===== src/rtl/mem_axi_bridge.sv =====
// Bridges the MEM stage's single-outstanding load/store request onto the simplified AXI4 RAM port.
// Define MEM_BRIDGE_MISALIGN_CHECK_EN to reject misaligned accesses with resp_err instead of aligning them.
module mem_axi_bridge #(
   parameter int unsigned       ADDR_W   = 32,
   parameter logic [ADDR_W-1:0] RAM_BASE = ADDR_W'(32'h8000_0000)
) (
   input  logic              clock,
   input  logic              reset,
   input  logic              req_valid,
   output logic              req_ready,
   input  logic              req_wen,
   input  logic [ADDR_W-1:0] req_addr,
   input  logic [1:0]        req_size,
   input  logic              req_unsigned,
   input  logic [63:0]       req_wdata,
   output logic              resp_valid,
   output logic [63:0]       resp_rdata,
   output logic              resp_err,
   output logic [31:0]       io_awaddr,
   output logic              io_awvalid,
   input  logic              io_awready,
   output logic [31:0]       io_araddr,
   output logic              io_arvalid,
   input  logic              io_arready,
   input  logic [63:0]       io_rdata,
   output logic [63:0]       io_wdata,
   output logic [7:0]        io_wstrb,
   output logic              io_wvalid,
   input  logic              io_wready,
   input  logic              io_bvalid
);

   typedef enum logic [2:0] {S_IDLE, S_AR, S_R, S_W, S_B, S_RESP} state_t;

   state_t      state_q, state_d;
   logic        req_ready_q, req_ready_d;
   logic        resp_valid_q, resp_valid_d;
   logic        resp_err_q, resp_err_d;
   logic [63:0] resp_rdata_q, resp_rdata_d;
   logic        arvalid_q, arvalid_d;
   logic        awvalid_q, awvalid_d;
   logic        wvalid_q, wvalid_d;
   logic        aw_done_q, aw_done_d;
   logic        w_done_q, w_done_d;
   logic [31:0] awaddr_q, awaddr_d;
   logic [31:0] araddr_q, araddr_d;
   logic [63:0] wdata_q, wdata_d;
   logic [7:0]  wstrb_q, wstrb_d;
   logic [2:0]  off_q, off_d;
   logic [1:0]  size_q, size_d;
   logic        uns_q, uns_d;

   logic [ADDR_W-1:0] rel_addr, word_addr;
   logic [2:0]        raw_off, off_mask, eff_off;
   logic [7:0]        strb_base;
   logic              reject;
   logic [63:0]       rd_shift, rd_ext;
   logic              aw_hs, w_hs;

   // Request-side address/lane decode, evaluated on the accept cycle.
   always_comb begin
      rel_addr  = req_addr - RAM_BASE;
      word_addr = rel_addr & ~ADDR_W'(7);
      raw_off   = req_addr[2:0];
      case (req_size)
         2'd0:    begin off_mask = 3'b000; strb_base = 8'h01; end
         2'd1:    begin off_mask = 3'b001; strb_base = 8'h03; end
         2'd2:    begin off_mask = 3'b011; strb_base = 8'h0F; end
         default: begin off_mask = 3'b111; strb_base = 8'hFF; end
      endcase
      eff_off = raw_off & ~off_mask;
`ifdef MEM_BRIDGE_MISALIGN_CHECK_EN
      reject = |(raw_off & off_mask);
`else
      reject = 1'b0;
`endif
   end

   always_comb begin
      rd_shift = io_rdata >> {off_q, 3'b000};
      case (size_q)
         2'd0:    rd_ext = uns_q ? {56'd0, rd_shift[7:0]}  : {{56{rd_shift[7]}},  rd_shift[7:0]};
         2'd1:    rd_ext = uns_q ? {48'd0, rd_shift[15:0]} : {{48{rd_shift[15]}}, rd_shift[15:0]};
         2'd2:    rd_ext = uns_q ? {32'd0, rd_shift[31:0]} : {{32{rd_shift[31]}}, rd_shift[31:0]};
         default: rd_ext = rd_shift;
      endcase
   end

   assign aw_hs = awvalid_q & io_awready;
   assign w_hs  = wvalid_q & io_wready;

   always_comb begin
      state_d      = state_q;
      resp_valid_d = 1'b0;
      resp_err_d   = resp_err_q;
      resp_rdata_d = resp_rdata_q;
      arvalid_d    = arvalid_q;
      awvalid_d    = awvalid_q;
      wvalid_d     = wvalid_q;
      aw_done_d    = aw_done_q;
      w_done_d     = w_done_q;
      awaddr_d     = awaddr_q;
      araddr_d     = araddr_q;
      wdata_d      = wdata_q;
      wstrb_d      = wstrb_q;
      off_d        = off_q;
      size_d       = size_q;
      uns_d        = uns_q;
      case (state_q)
         S_IDLE: begin
            if (req_valid && req_ready_q) begin
               off_d  = eff_off;
               size_d = req_size;
               uns_d  = req_unsigned;
               if (reject) begin
                  state_d      = S_RESP;
                  resp_valid_d = 1'b1;
                  resp_err_d   = 1'b1;
                  resp_rdata_d = '0;
               end else if (req_wen) begin
                  state_d   = S_W;
                  awvalid_d = 1'b1;
                  wvalid_d  = 1'b1;
                  awaddr_d  = 32'(word_addr);
                  wdata_d   = req_wdata << {eff_off, 3'b000};
                  wstrb_d   = strb_base << eff_off;
               end else begin
                  state_d   = S_AR;
                  arvalid_d = 1'b1;
                  araddr_d  = 32'(word_addr);
               end
            end
         end
         S_AR: begin
            if (io_arready) begin
               arvalid_d = 1'b0;
               state_d   = S_R;
            end
         end
         S_R: begin
            resp_rdata_d = rd_ext;
            resp_err_d   = 1'b0;
            resp_valid_d = 1'b1;
            state_d      = S_RESP;
         end
         S_W: begin
            // Address and data channels retire independently; leave once both have.
            if (aw_hs) begin
               awvalid_d = 1'b0;
               aw_done_d = 1'b1;
            end
            if (w_hs) begin
               wvalid_d = 1'b0;
               w_done_d = 1'b1;
            end
            if ((aw_done_q || aw_hs) && (w_done_q || w_hs)) begin
               aw_done_d = 1'b0;
               w_done_d  = 1'b0;
               state_d   = S_B;
            end
         end
         S_B: begin
            if (io_bvalid) begin
               resp_rdata_d = '0;
               resp_err_d   = 1'b0;
               resp_valid_d = 1'b1;
               state_d      = S_RESP;
            end
         end
         S_RESP:  state_d = S_IDLE;
         default: state_d = S_IDLE;
      endcase
      req_ready_d = (state_d == S_IDLE);
   end

   always_ff @(posedge clock or negedge reset) begin
      if (!reset) begin
         state_q      <= S_IDLE;
         req_ready_q  <= 1'b1;
         resp_valid_q <= 1'b0;
         resp_err_q   <= 1'b0;
         resp_rdata_q <= '0;
         arvalid_q    <= 1'b0;
         awvalid_q    <= 1'b0;
         wvalid_q     <= 1'b0;
         aw_done_q    <= 1'b0;
         w_done_q     <= 1'b0;
         awaddr_q     <= '0;
         araddr_q     <= '0;
         wdata_q      <= '0;
         wstrb_q      <= '0;
         off_q        <= '0;
         size_q       <= '0;
         uns_q        <= 1'b0;
      end else begin
         state_q      <= state_d;
         req_ready_q  <= req_ready_d;
         resp_valid_q <= resp_valid_d;
         resp_err_q   <= resp_err_d;
         resp_rdata_q <= resp_rdata_d;
         arvalid_q    <= arvalid_d;
         awvalid_q    <= awvalid_d;
         wvalid_q     <= wvalid_d;
         aw_done_q    <= aw_done_d;
         w_done_q     <= w_done_d;
         awaddr_q     <= awaddr_d;
         araddr_q     <= araddr_d;
         wdata_q      <= wdata_d;
         wstrb_q      <= wstrb_d;
         off_q        <= off_d;
         size_q       <= size_d;
         uns_q        <= uns_d;
      end
   end

   assign req_ready  = req_ready_q;
   assign resp_valid = resp_valid_q;
   assign resp_err   = resp_err_q;
   assign resp_rdata = resp_rdata_q;
   assign io_arvalid = arvalid_q;
   assign io_awvalid = awvalid_q;
   assign io_wvalid  = wvalid_q;
   assign io_awaddr  = awaddr_q;
   assign io_araddr  = araddr_q;
   assign io_wdata   = wdata_q;
   assign io_wstrb   = wstrb_q;

endmodule


===== config.mk =====
export PLATFORM = sky130hd
export DESIGN_NAME = mem_axi_bridge
export DESIGN_NICKNAME = d
export VERILOG_FILES = /design/src/rtl/mem_axi_bridge.sv
export SDC_FILE = /design/constraint.sdc
export NUM_CORES = 1
export LEC_CHECK = 0
export ABC_AREA = 1
export CAP_MARGIN = 20
export CORE_UTILIZATION = 51
export CTS_BUF_LIST = sky130_fd_sc_hd__clkbuf_16
export CTS_CLUSTER_SIZE = 8
export DETAILED_ROUTE_END_ITERATION = 12
export PLACE_DENSITY = 0.87
export SKIP_CTS_REPAIR_TIMING = 1
export SLEW_MARGIN = 10
export SYNTH_ARGS = -nofsm -noshare
export SYNTH_HDL_FRONTEND = slang
export SYNTH_SLANG_ARGS = --single-unit

===== constraint.sdc =====
create_clock -name clock -period 3.15 [get_ports clock]
set_clock_uncertainty 0.2 [all_clocks]
set_input_delay 0.4725 -clock clock [delete_from_list [all_inputs] [get_ports clock]]
set_output_delay 0.4725 -clock clock [all_outputs]
set_load 0.01 [all_outputs]

==> results.txt, run 1 <==
Worst rel slew slack -> 49.14%
WHS Endpoint -> resp_rdata[5]
CP required -> 3.39 ns
R2R Setup Slk -> 0.70 ns
Fin. Hold Viols -> 0
Reg-to-reg startpoint -> off_q[0]
Register area -> 0.005258 mm2
RSZ-0062 raised after global routing -> false
Warnings, synthesis -> 0
Final WL -> 45890 um
Worst Tran Pin Value -> 0.7630 ns
DRT iter0 DRCs -> 1188
CTS tree -> done
Gate count after technology mapping -> 1609
First-pass GRT wire length -> 70190 um
Overflow after GRT -> 0
Clock-pin transition on the worst setup and hold timing paths -> 0.05 ns
Total power -> 0.01649 W
Initial antenna violation count -> 0
Hold path startpoint -> resp_rdata[5]
Die height -> 154.2 um
Post-Synth Simple-Gate Area -> 28.04%
Setup violations, final -> 0
Total GRT Usage -> 38.37%
Post-synthesis mux area share -> 0%
Kind of end point of the critical path -> flop
Cell Area, Synth -> 0.01182 mm2
Leading cell type in the layout, fill and taps excluded -> nand2_1
Post-route minimum period -> 2.446 ns
Cts bufs inserted -> 30
Filler cell count -> 1771
Vias in the first global route -> 12300
Synth Area in Compound Gates -> 18.27%
Commonest non-fill, non-tap cells in the layout -> nand2_1, clkdlybuf4s50_1, dfrtp_1
Worst-path fanout max -> 40
Vias per inst -> 5.710
Antenna-violating nets left -> 0
WS Path Type -> flop to flop
Post-route setup TNS -> 0 ns
Total core area -> 0.02271 mm2
Post-Synth XOR/XNOR Area -> 0%
Clk_lat worst skew -> 0.56 ns
Synthesis-to-layout area growth -> 38.30%
DIE AREA -> 0.02379 mm2
Register area share after synthesis -> 44.46%
Die W -> 154.2 um
Layout cells sized above 1 -> 6.256%
Placement Cell Area -> 0.01549 mm2
Nets -> 2104
Largest family of logic cells by synthesized area -> simple AND/OR/NAND/NOR gates
Hold Path Depth -> 2
Lkg Pwr -> 7.997 nW
Via count -> 12760
HPWL after detailed placement -> 33440 um
Starting Density -> 52.06%
Status -> finished, final reports clean
FF+latch count, synth -> 210
Max Fclk -> 408.8 MHz
Tcrit/Tclk final -> 77.66%
Max Slew Vio Count -> 0
Row count -> 55
Largest net degree at the start of global routing -> 90
Multi-input logic area -> 0.005512 mm2
Number of clock sinks -> 210
Drc violations -> 0
Clock Tree Root -> clkbuf_16
Crit path DAT -> 2.69 ns
Distinct cell type count of the synthesized netlist -> 39
VDD IR max -> 0.6962 mV
Synth Area in Adders -> 0%
# diodes -> 0
Port bufs -> 369
Worst min path class -> flop to flop
H-tree levels -> 1
TritonRoute pass-1 iters -> 5
Post-route cell area -> 0.01635 mm2
Synth Area per Inst -> 7.347 um2
Final Util -> 71.99%
Gpl congestion -> 1.061
Max Buffers Root-to-Sink -> 3
R2R depth -> 9
Reg-to-reg endpoint -> resp_rdata[30]
Power Density -> 1009 mW/mm2
Routed length per instance -> 20.53 um
IO Pins -> 377
Max-Cap Viols -> 0
Setup crit start kind -> flop
area by class of cell:
class	instances	area share (%)
Clock buffer	30	4.592
Multi-Input combinational cell	1193	33.71
Clock inverter	19	0.6046
Sequential cell	210	32.16
Timing Repair Buffer	407	24.60
Inverter	91	2.150
Tap cell	285	2.181
where the power goes:
group          switching (W)  total (W)  internal [W]
Combinational        0.00483    0.00863       0.00380
Clock                0.00121    0.00290       0.00170
Sequential          0.000972    0.00496       0.00398
routing by layer:
metal	global-route usage [%]	up-vias	share of wire, %
met1	50.18	5997	39
met3	6.444	110	9.4
met2	63.33	762	47
li1	-	5892	-
met5	0	-	0
met4	16.10	0	4.1
kinds of logic after synthesis:
logic type      Yosys count
compound gates          380
buf+inv                 212
flops                   210
other cells               1
simple gates            806
how the worst max path moves through the flow:
stage / depth (start not counted) / endpoint / slack, ns / start
final: 9 / resp_rdata[30] / 0.70 / off_q[0]
after global routing: 9 / resp_rdata[27] / 0.59 / off_q[1]
after CTS: 9 / resp_rdata[27] / 0.78 / off_q[1]
after detailed placement: 8 / io_wdata[6] / 0.33 / req_size[1]
after global placement: 9 / io_wdata[33] / 0.39 / req_size[1]
after floorplan: 10 / io_wdata[56] / 1.27 / req_ready
per-stage QoR:
stage / cells / hold slack [ns] / setup WS (ns)
6_report: 2235 / 0.2789 / 0.7036
5_1_grt: 2235 / 0.2929 / 0.5884
4_1_cts: 2234 / -0.2046 / 0.7820
3_5_place_dp: 2185 / 0.2668 / 0.3304
3_3_place_gp: 2185 / 0.2630 / 0.3930
2_1_floorplan: 1615 / -0.02309 / 1.272
sequential cells by signal, summed over array words and instances (netlist names):
register and count:
io_wdata 64, resp_rdata 64, io_araddr 29, io_awaddr 29, io_wstrb 8, off_q 3
state_q 3, size_q 2, aw_done_q 1, io_arvalid 1, io_awvalid 1, io_wvalid 1
req_ready 1, resp_valid 1, uns_q 1, w_done_q 1
cell usage after synthesis:
| cell | number | share of area [%] |
|---|---|---|
| or2_1 | 1 | 0.053 |
| buf_2 | 39 | 1.7 |
| o21ai_0 | 146 | 6.2 |
| dfrtp_1 | 209 | 44 |
| a21oi_1 | 66 | 2.8 |
| o211ai_2 | 6 | 0.64 |
| o31ai_1 | 7 | 0.44 |
| o21a_1 | 3 | 0.19 |
| o21ai_2 | 9 | 0.67 |
| nand3_2 | 4 | 0.34 |
| nand2_2 | 4 | 0.21 |
| a31oi_1 | 4 | 0.21 |
| conb_1 | 1 | 0.032 |
| nand3_1 | 113 | 4.8 |
| dfstp_2 | 1 | 0.22 |
| clkbuf_2 | 3 | 0.13 |
| a22o_1 | 10 | 0.74 |
| nor2_4 | 2 | 0.19 |
| nand2_4 | 3 | 0.29 |
| clkbuf_1 | 30 | 0.95 |
| a22oi_1 | 15 | 0.95 |
| clkinv_4 | 1 | 0.074 |
| nand3_4 | 1 | 0.15 |
| nor2_8 | 2 | 0.34 |
| nand4_1 | 1 | 0.053 |
| inv_1 | 80 | 2.5 |
| inv_4 | 2 | 0.11 |
| buf_4 | 15 | 0.95 |
| inv_2 | 8 | 0.25 |
| o211ai_1 | 29 | 1.8 |
| buf_1 | 11 | 0.35 |
| or2_2 | 4 | 0.21 |
| o21ai_1 | 84 | 3.6 |
| nor3_1 | 5 | 0.21 |
| buf_6 | 23 | 2.2 |
| nand2_1 | 590 | 19 |
| nor2_2 | 3 | 0.16 |
| o22ai_1 | 1 | 0.053 |
| nor2_1 | 73 | 2.3 |
worst max-delay path: stages, from the launching register on:
cell and delay (ns):
dfrtp_2 0.46, inv_2 0.19, buf_4 0.39, o21ai_1 0.16, nand2_1 0.08, nand2_1 0.05
o21ai_0 0.47, nand3_1 0.20, nand2_1 0.10, nand2_1 0.05
Power figures use the tool's default switching activity.
==> run 2, diff against run 1 <==
--- a/config.mk
+++ b/config.mk
@@ -7,11 +7,11 @@
 export LEC_CHECK = 0
 export ABC_AREA = 1
 export CAP_MARGIN = 20
-export CORE_UTILIZATION = 51
+export CORE_UTILIZATION = 43
 export CTS_BUF_LIST = sky130_fd_sc_hd__clkbuf_16
 export CTS_CLUSTER_SIZE = 8
 export DETAILED_ROUTE_END_ITERATION = 12
-export PLACE_DENSITY = 0.87
+export PLACE_DENSITY = 0.78
 export SKIP_CTS_REPAIR_TIMING = 1
 export SLEW_MARGIN = 10
 export SYNTH_ARGS = -nofsm -noshare
==> constraint.sdc (replaced) <==
create_clock -name clock -period 2.2 [get_ports clock]
set_clock_uncertainty 0.2 [all_clocks]
set_input_delay 0.33 -clock clock [delete_from_list [all_inputs] [get_ports clock]]
set_output_delay 0.33 -clock clock [all_outputs]
set_load 0.01 [all_outputs]
==> results.txt, run 2 (synthesized netlist as in run 1, its figures left out) <==
Vias in the first global route -> 12570 (+2.2%)
Worst min path class -> input port to asynchronous set/reset pin
IO Pins -> 377 (unchanged)
Clk_lat worst skew -> 0.55 ns (about the same)
Commonest non-fill, non-tap cells in the layout -> nand2_1, clkdlybuf4s50_1, dfrtp_1
Power Density -> 1392 mW/mm2 (+38%)
Post-route minimum period -> 2.162 ns
Setup violations, final -> 0 (unchanged)
WHS -> 0.1318 ns (-0.1470 ns)
Setup crit start kind -> flop
Die W -> 167.8 um (+8.8%)
HPWL after detailed placement -> 35220 um (+5.3%)
Nets -> 2178 (+3.5%)
Max Slew Vio Count -> 0 (unchanged)
Critical path's top delay family -> buffers and inverters
H-tree levels -> 1 (unchanged)
Number of clock sinks -> 210 (unchanged)
Gpl congestion -> 1.023 (-3.6%)
Worst Tran Pin Value -> 0.5286 ns (-0.2344 ns)
Die height -> 167.8 um (+8.8%)
Worst rel slew slack -> 64.76% (+16 points)
Filler-free cell count of the finished design -> 2365 (+5.8%)
Leading cell type in the layout, fill and taps excluded -> nand2_1
Initial antenna violation count -> 3 (+3)
Buf/Inv on CP -> 1 (-1)
Final WL -> 45610 um (-0.61%)
CP required -> 1.67 ns (-1.72 ns)
Routed length per instance -> 19.28 um (-6.1%)
Max Fclk -> 462.6 MHz
Drc violations -> 0 (unchanged)
Lkg Pwr -> 8.468 nW (+5.9%)
Max-Cap Viols -> 0 (unchanged)
Fin. Hold Viols -> 0 (unchanged)
Via count -> 12860 (+0.78%)
Vias per inst -> 5.438 (-4.8%)
Starting Density -> 43.86% (-8.2 points)
Worst-path fanout max -> 2 (-95%)
Max stage delay on crit path -> 0.56 ns (+0.09 ns)
First-pass GRT wire length -> 70500 um (+0.45%)
VDD IR max -> 0.7516 mV (+8.0%)
CP cell instances -> clkdlybuf4s50_1
Port bufs -> 369 (unchanged)
Synthesis-to-layout area growth -> 46.24%
TritonRoute pass-1 iters -> 6 (+1)
Slowest CP cell -> clkdlybuf4s50_1
Overflow after GRT -> 0 (unchanged)
Tcrit/Tclk final -> 98.26%
WS Path Type -> flop to output port
Total GRT Usage -> 32.23% (-6.1 points)
Status -> finished, final reports clean
Row count -> 60 (+9.1%)
Antenna-violating nets left -> 0 (unchanged)
Total core area -> 0.02695 mm2 (+19%)
Clock Tree Root -> clkbuf_16
Largest net degree at the start of global routing -> 59 (-34%)
DIE AREA -> 0.02816 mm2 (+18%)
Kind of end point of the critical path -> output port
Slack of the critical path -> 0.03826 ns (-0.6653 ns)
Cts bufs inserted -> 30 (unchanged)
Layout cells sized above 1 -> 9.639% (+3.4 points)
Worst slack at placement -> -0.1832 ns (-0.5136 ns)
RSZ-0062 raised after global routing -> false
CTS tree -> done
Clock-pin transition on the worst setup and hold timing paths -> 0.05 ns (about the same)
Crit path DAT -> 1.63 ns (-1.06 ns)
DP Cell Count -> 2315 (+5.9%)
Max Buffers Root-to-Sink -> 3 (unchanged)
DRT iter0 DRCs -> 1395 (+17%)
## run 2: final cells by class
cell class,instances,area [um2]
timing repair buffer,481,4891
fill,2352,9663
inverter,91,354.1
multi-input combinational,1193,5512
sequential,210,5258
clock buffer,30,750.7
tap,341,426.7
clock inverter,18,93.84
antenna,1,2.502
## run 2: stage by stage
| stage | util, % | cell area, um2 | TNS, ns | total power, W |
|---|---|---|---|---|
| floorplan | - | 11840 | 0 | 0.01330 |
| global placement | 60.96 | 16430 | -2.051 | 0.01968 |
| detailed placement | 60.96 | 16430 | -4.698 | 0.01988 |
| CTS | 64.09 | 17270 | 0 | 0.02415 |
| global route | 64.14 | 17290 | 0 | 0.02566 |
| finish | 64.15 | 17290 | 0 | 0.02407 |
## run 2: routing by layer
metal  GRT usage, %  vias to the layer above  part of all wire (%)
met4          12.05                        2                   3.3
met1          41.63                     6034                    41
li1               -                     6041                     -
met3          6.911                       92                   9.1
met5              0                        -                 0.029
met2          53.12                      691                    47
## run 2: where the power goes
group / switching, W / total (W) / internal (W)
registers: 0.00133 / 0.00704 / 0.00570
logic: 0.00684 / 0.0129 / 0.00608
clock network: 0.00169 / 0.00412 / 0.00242
total: 0.00986 / 0.0241 / 0.0142
## run 2: path summary, 6_finish.rpt
kind | startpoint | endpoint | slack [ns] | depth (start not counted)
max | req_ready | req_ready | 0.04 | 1
max in group asynchronous | reset | io_wdata[8] | 1.03 | 3
min reg2reg | resp_rdata[14] | resp_rdata[14] | 0.28 | 2
min | reset | io_araddr[23] | 0.13 | 2
max reg2reg | off_q[0] | resp_rdata[24] | 0.19 | 9
min in group clock | req_addr[13] | io_araddr[13] | 0.15 | 3
## run 2: worst reg2reg max path: cells and delay by family (launching register included)
| family | cells | cell delay, ns |
|---|---|---|
| buffers and inverters | 2 | 0.44 |
| DFF | 1 | 0.45 |
| and+or+nand+nor | 5 | 0.36 |
| AOI/OAI and AO/OA | 2 | 0.44 |
==> run 3, diff against run 2 <==
--- a/config.mk
+++ b/config.mk
@@ -7,11 +7,12 @@
 export LEC_CHECK = 0
 export ABC_AREA = 1
 export CAP_MARGIN = 20
-export CORE_UTILIZATION = 43
+export CORE_MARGIN = 2
+export CORE_UTILIZATION = 40
 export CTS_BUF_LIST = sky130_fd_sc_hd__clkbuf_16
 export CTS_CLUSTER_SIZE = 8
 export DETAILED_ROUTE_END_ITERATION = 12
-export PLACE_DENSITY = 0.78
+export PLACE_DENSITY = 0.73
 export SKIP_CTS_REPAIR_TIMING = 1
 export SLEW_MARGIN = 10
 export SYNTH_ARGS = -nofsm -noshare
==> results.txt, run 3 (synthesized netlist as in run 1, its figures left out) <==
Fin. Hold Viols -> 0 (unchanged)
Worst min path class -> input port to asynchronous set/reset pin
Worst slack at placement -> -0.1577 ns (+0.02556 ns)
Reg-to-reg endpoint -> resp_rdata[41]
Post-route setup TNS -> 0 ns (unchanged)
Overflow after GRT -> 0 (unchanged)
Row count -> 62 (+3.3%)
Initial antenna violation count -> 3 (unchanged)
Clock Tree Root -> clkbuf_16
Max stage delay on crit path -> 0.63 ns (+0.07 ns)
H-tree levels -> 1 (unchanged)
Vias in the first global route -> 12230 (-2.7%)
Synthesis-to-layout area growth -> 46.07%
Antenna-violating nets left -> 0 (unchanged)
Max Buffers Root-to-Sink -> 3 (unchanged)
TritonRoute pass-1 iters -> 5 (-1)
CTS tree -> done
Setup violations, final -> 0 (unchanged)
Critical path depth -> 1 (unchanged)
Gpl congestion -> 1.004 (-1.8%)
Slowest CP cell -> clkdlybuf4s50_1
Max Slew Vio Count -> 0 (unchanged)
Max-Cap Viols -> 0 (unchanged)
Clock-pin transition on the worst setup and hold timing paths -> 0.06 ns (about the same)
Max Fclk -> 473.7 MHz (+2.4%)
Grt peak-use layer -> met2
WHS -> 0.1427 ns (+0.01086 ns)
Global-route met1 utilization -> 38.30% (-3.3 points)
Worst-path fanout max -> 2 (unchanged)
First-pass GRT wire length -> 69850 um (-0.93%)
Starting Density -> 40.85% (-3.0 points)
Power Density -> 1383 mW/mm2 (-0.67%)
Met2 track demand over resource -> 47.21% (-5.9 points)
IO Pins -> 377 (unchanged)
Setup crit start kind -> flop
WS Path Type -> flop to output port
Cts bufs inserted -> 30 (unchanged)
Met3 Usage GRT -> 6.385% (-0.53 points)
R2R depth -> 10 (+1)
Die W -> 175.9 um (+4.8%)
CP cell instances -> clkdlybuf4s50_1
HPWL after detailed placement -> 35420 um (+0.57%)
Via count -> 12600 (-2.0%)
Kind of end point of the critical path -> output port
Layout cells sized above 1 -> 9.693% (+0.054 points)
DIE AREA -> 0.03094 mm2 (+9.9%)
DRT iter0 DRCs -> 1067 (-24%)
Post-route minimum period -> 2.111 ns (-0.05075 ns)
Filler cell count -> 2608 (+11%)
Worst setup path start -> io_wdata[28]
Commonest non-fill, non-tap cells in the layout -> nand2_1, clkdlybuf4s50_1, dfrtp_1
Slack of the critical path -> 0.08901 ns (+0.05075 ns)
Status -> finished, final reports clean
Port bufs -> 369 (unchanged)
Routed length per instance -> 19.12 um (-0.86%)
Critical path endpoint -> io_wdata[28]
Clk_lat worst skew -> 0.55 ns (about the same)
Tcrit/Tclk final -> 95.95% (-2.3 points)
Reg-to-reg startpoint -> off_q[0]
Number of clock sinks -> 210 (unchanged)
R2R Setup Slk -> 0.17 ns (-0.02 ns)
Final WL -> 46040 um (+0.95%)
Buf/Inv on CP -> 1 (unchanged)
Critical path's top delay family -> buffers and inverters
Drc violations -> 0 (unchanged)
Total GRT Usage -> 29.16% (-3.1 points)
Die height -> 175.9 um (+4.8%)
Lkg Pwr -> 8.438 nW (-0.35%)
Crit path DAT -> 1.58 ns (-0.05 ns)
Nets -> 2178 (unchanged)
RSZ-0062 raised after global routing -> false
Leading cell type in the layout, fill and taps excluded -> nand2_1
Final Util -> 59.68% (-4.5 points)
Total core area -> 0.02894 mm2 (+7.4%)
CP required -> 1.67 ns (about the same)
Total power -> 0.02388 W (-0.78%)
Largest net degree at the start of global routing -> 66 (+12%)
Vias per inst -> 5.232 (-3.8%)
VDD IR max -> 0.5658 mV (-25%)
Worst rel slew slack -> 62.31% (-2.4 points)
Worst Tran Pin Value -> 0.5653 ns (+0.03669 ns)
-- run 3: changes by cell type in the layout (fill, tap and decap cells not counted) --
cell / change
clkinv_16: -1
diode_2: +1
inv_2: +1
clkdlybuf4s50_1: -1
clkinvlp_4: +1
clkinv_8: +1
buf_12: -5
inv_4: -1
dlymetal6s2s_1: +1
buf_4: +5
clkinv_1: -2
-- run 3: metrics by stage --
stage               std cells  cell area, um2
finish                   2408           17270
global route             2407           17270
CTS                      2405           17250
detailed placement       2358           16420
global placement         2358           16420
floorplan                1615           11840
-- run 3: worst min-delay path by stage --
stage / start / endpoint / slack [ns] / cells past startpoint
after CTS: reset / resp_rdata[24] / -0.41 / 1
final: reset / w_done_q / 0.14 / 2
after floorplan: reset / aw_done_q / -0.17 / 0
after detailed placement: reset / w_done_q / 0.17 / 1
after global routing: req_addr[28] / io_awaddr[28] / 0.17 / 3
after global placement: reset / w_done_q / 0.16 / 1
-- run 3: power by group --
part           total [W]  leakage, nW  switching [W]  internal, W
clock            0.00410        0.457        0.00169      0.00241
sequential       0.00699         2.68        0.00129      0.00571
combinational     0.0128         5.31        0.00679      0.00600
-- run 3: cell type report --
cell class                      instances  area, um2  area share (%)
Antenna cell                            2      5.005         0.02898
Clock buffer                           30      750.7           4.348
Clock inverter                         17      80.08          0.4637
Inverter                               91      351.6           2.036
Multi-Input combinational cell       1193       5512           31.92
Sequential cell                       210       5258           30.45
Tap cell                              384      480.5           2.782
Timing Repair Buffer                  481       4831           27.98
-- run 3: per-layer routing --
layer / wire length (um) / vias to the layer above
li1: - / 6050
met1: 18790 / 5825
met2: 21310 / 632
met3: 4223 / 90
met4: 1700 / 2
met5: 12 / -
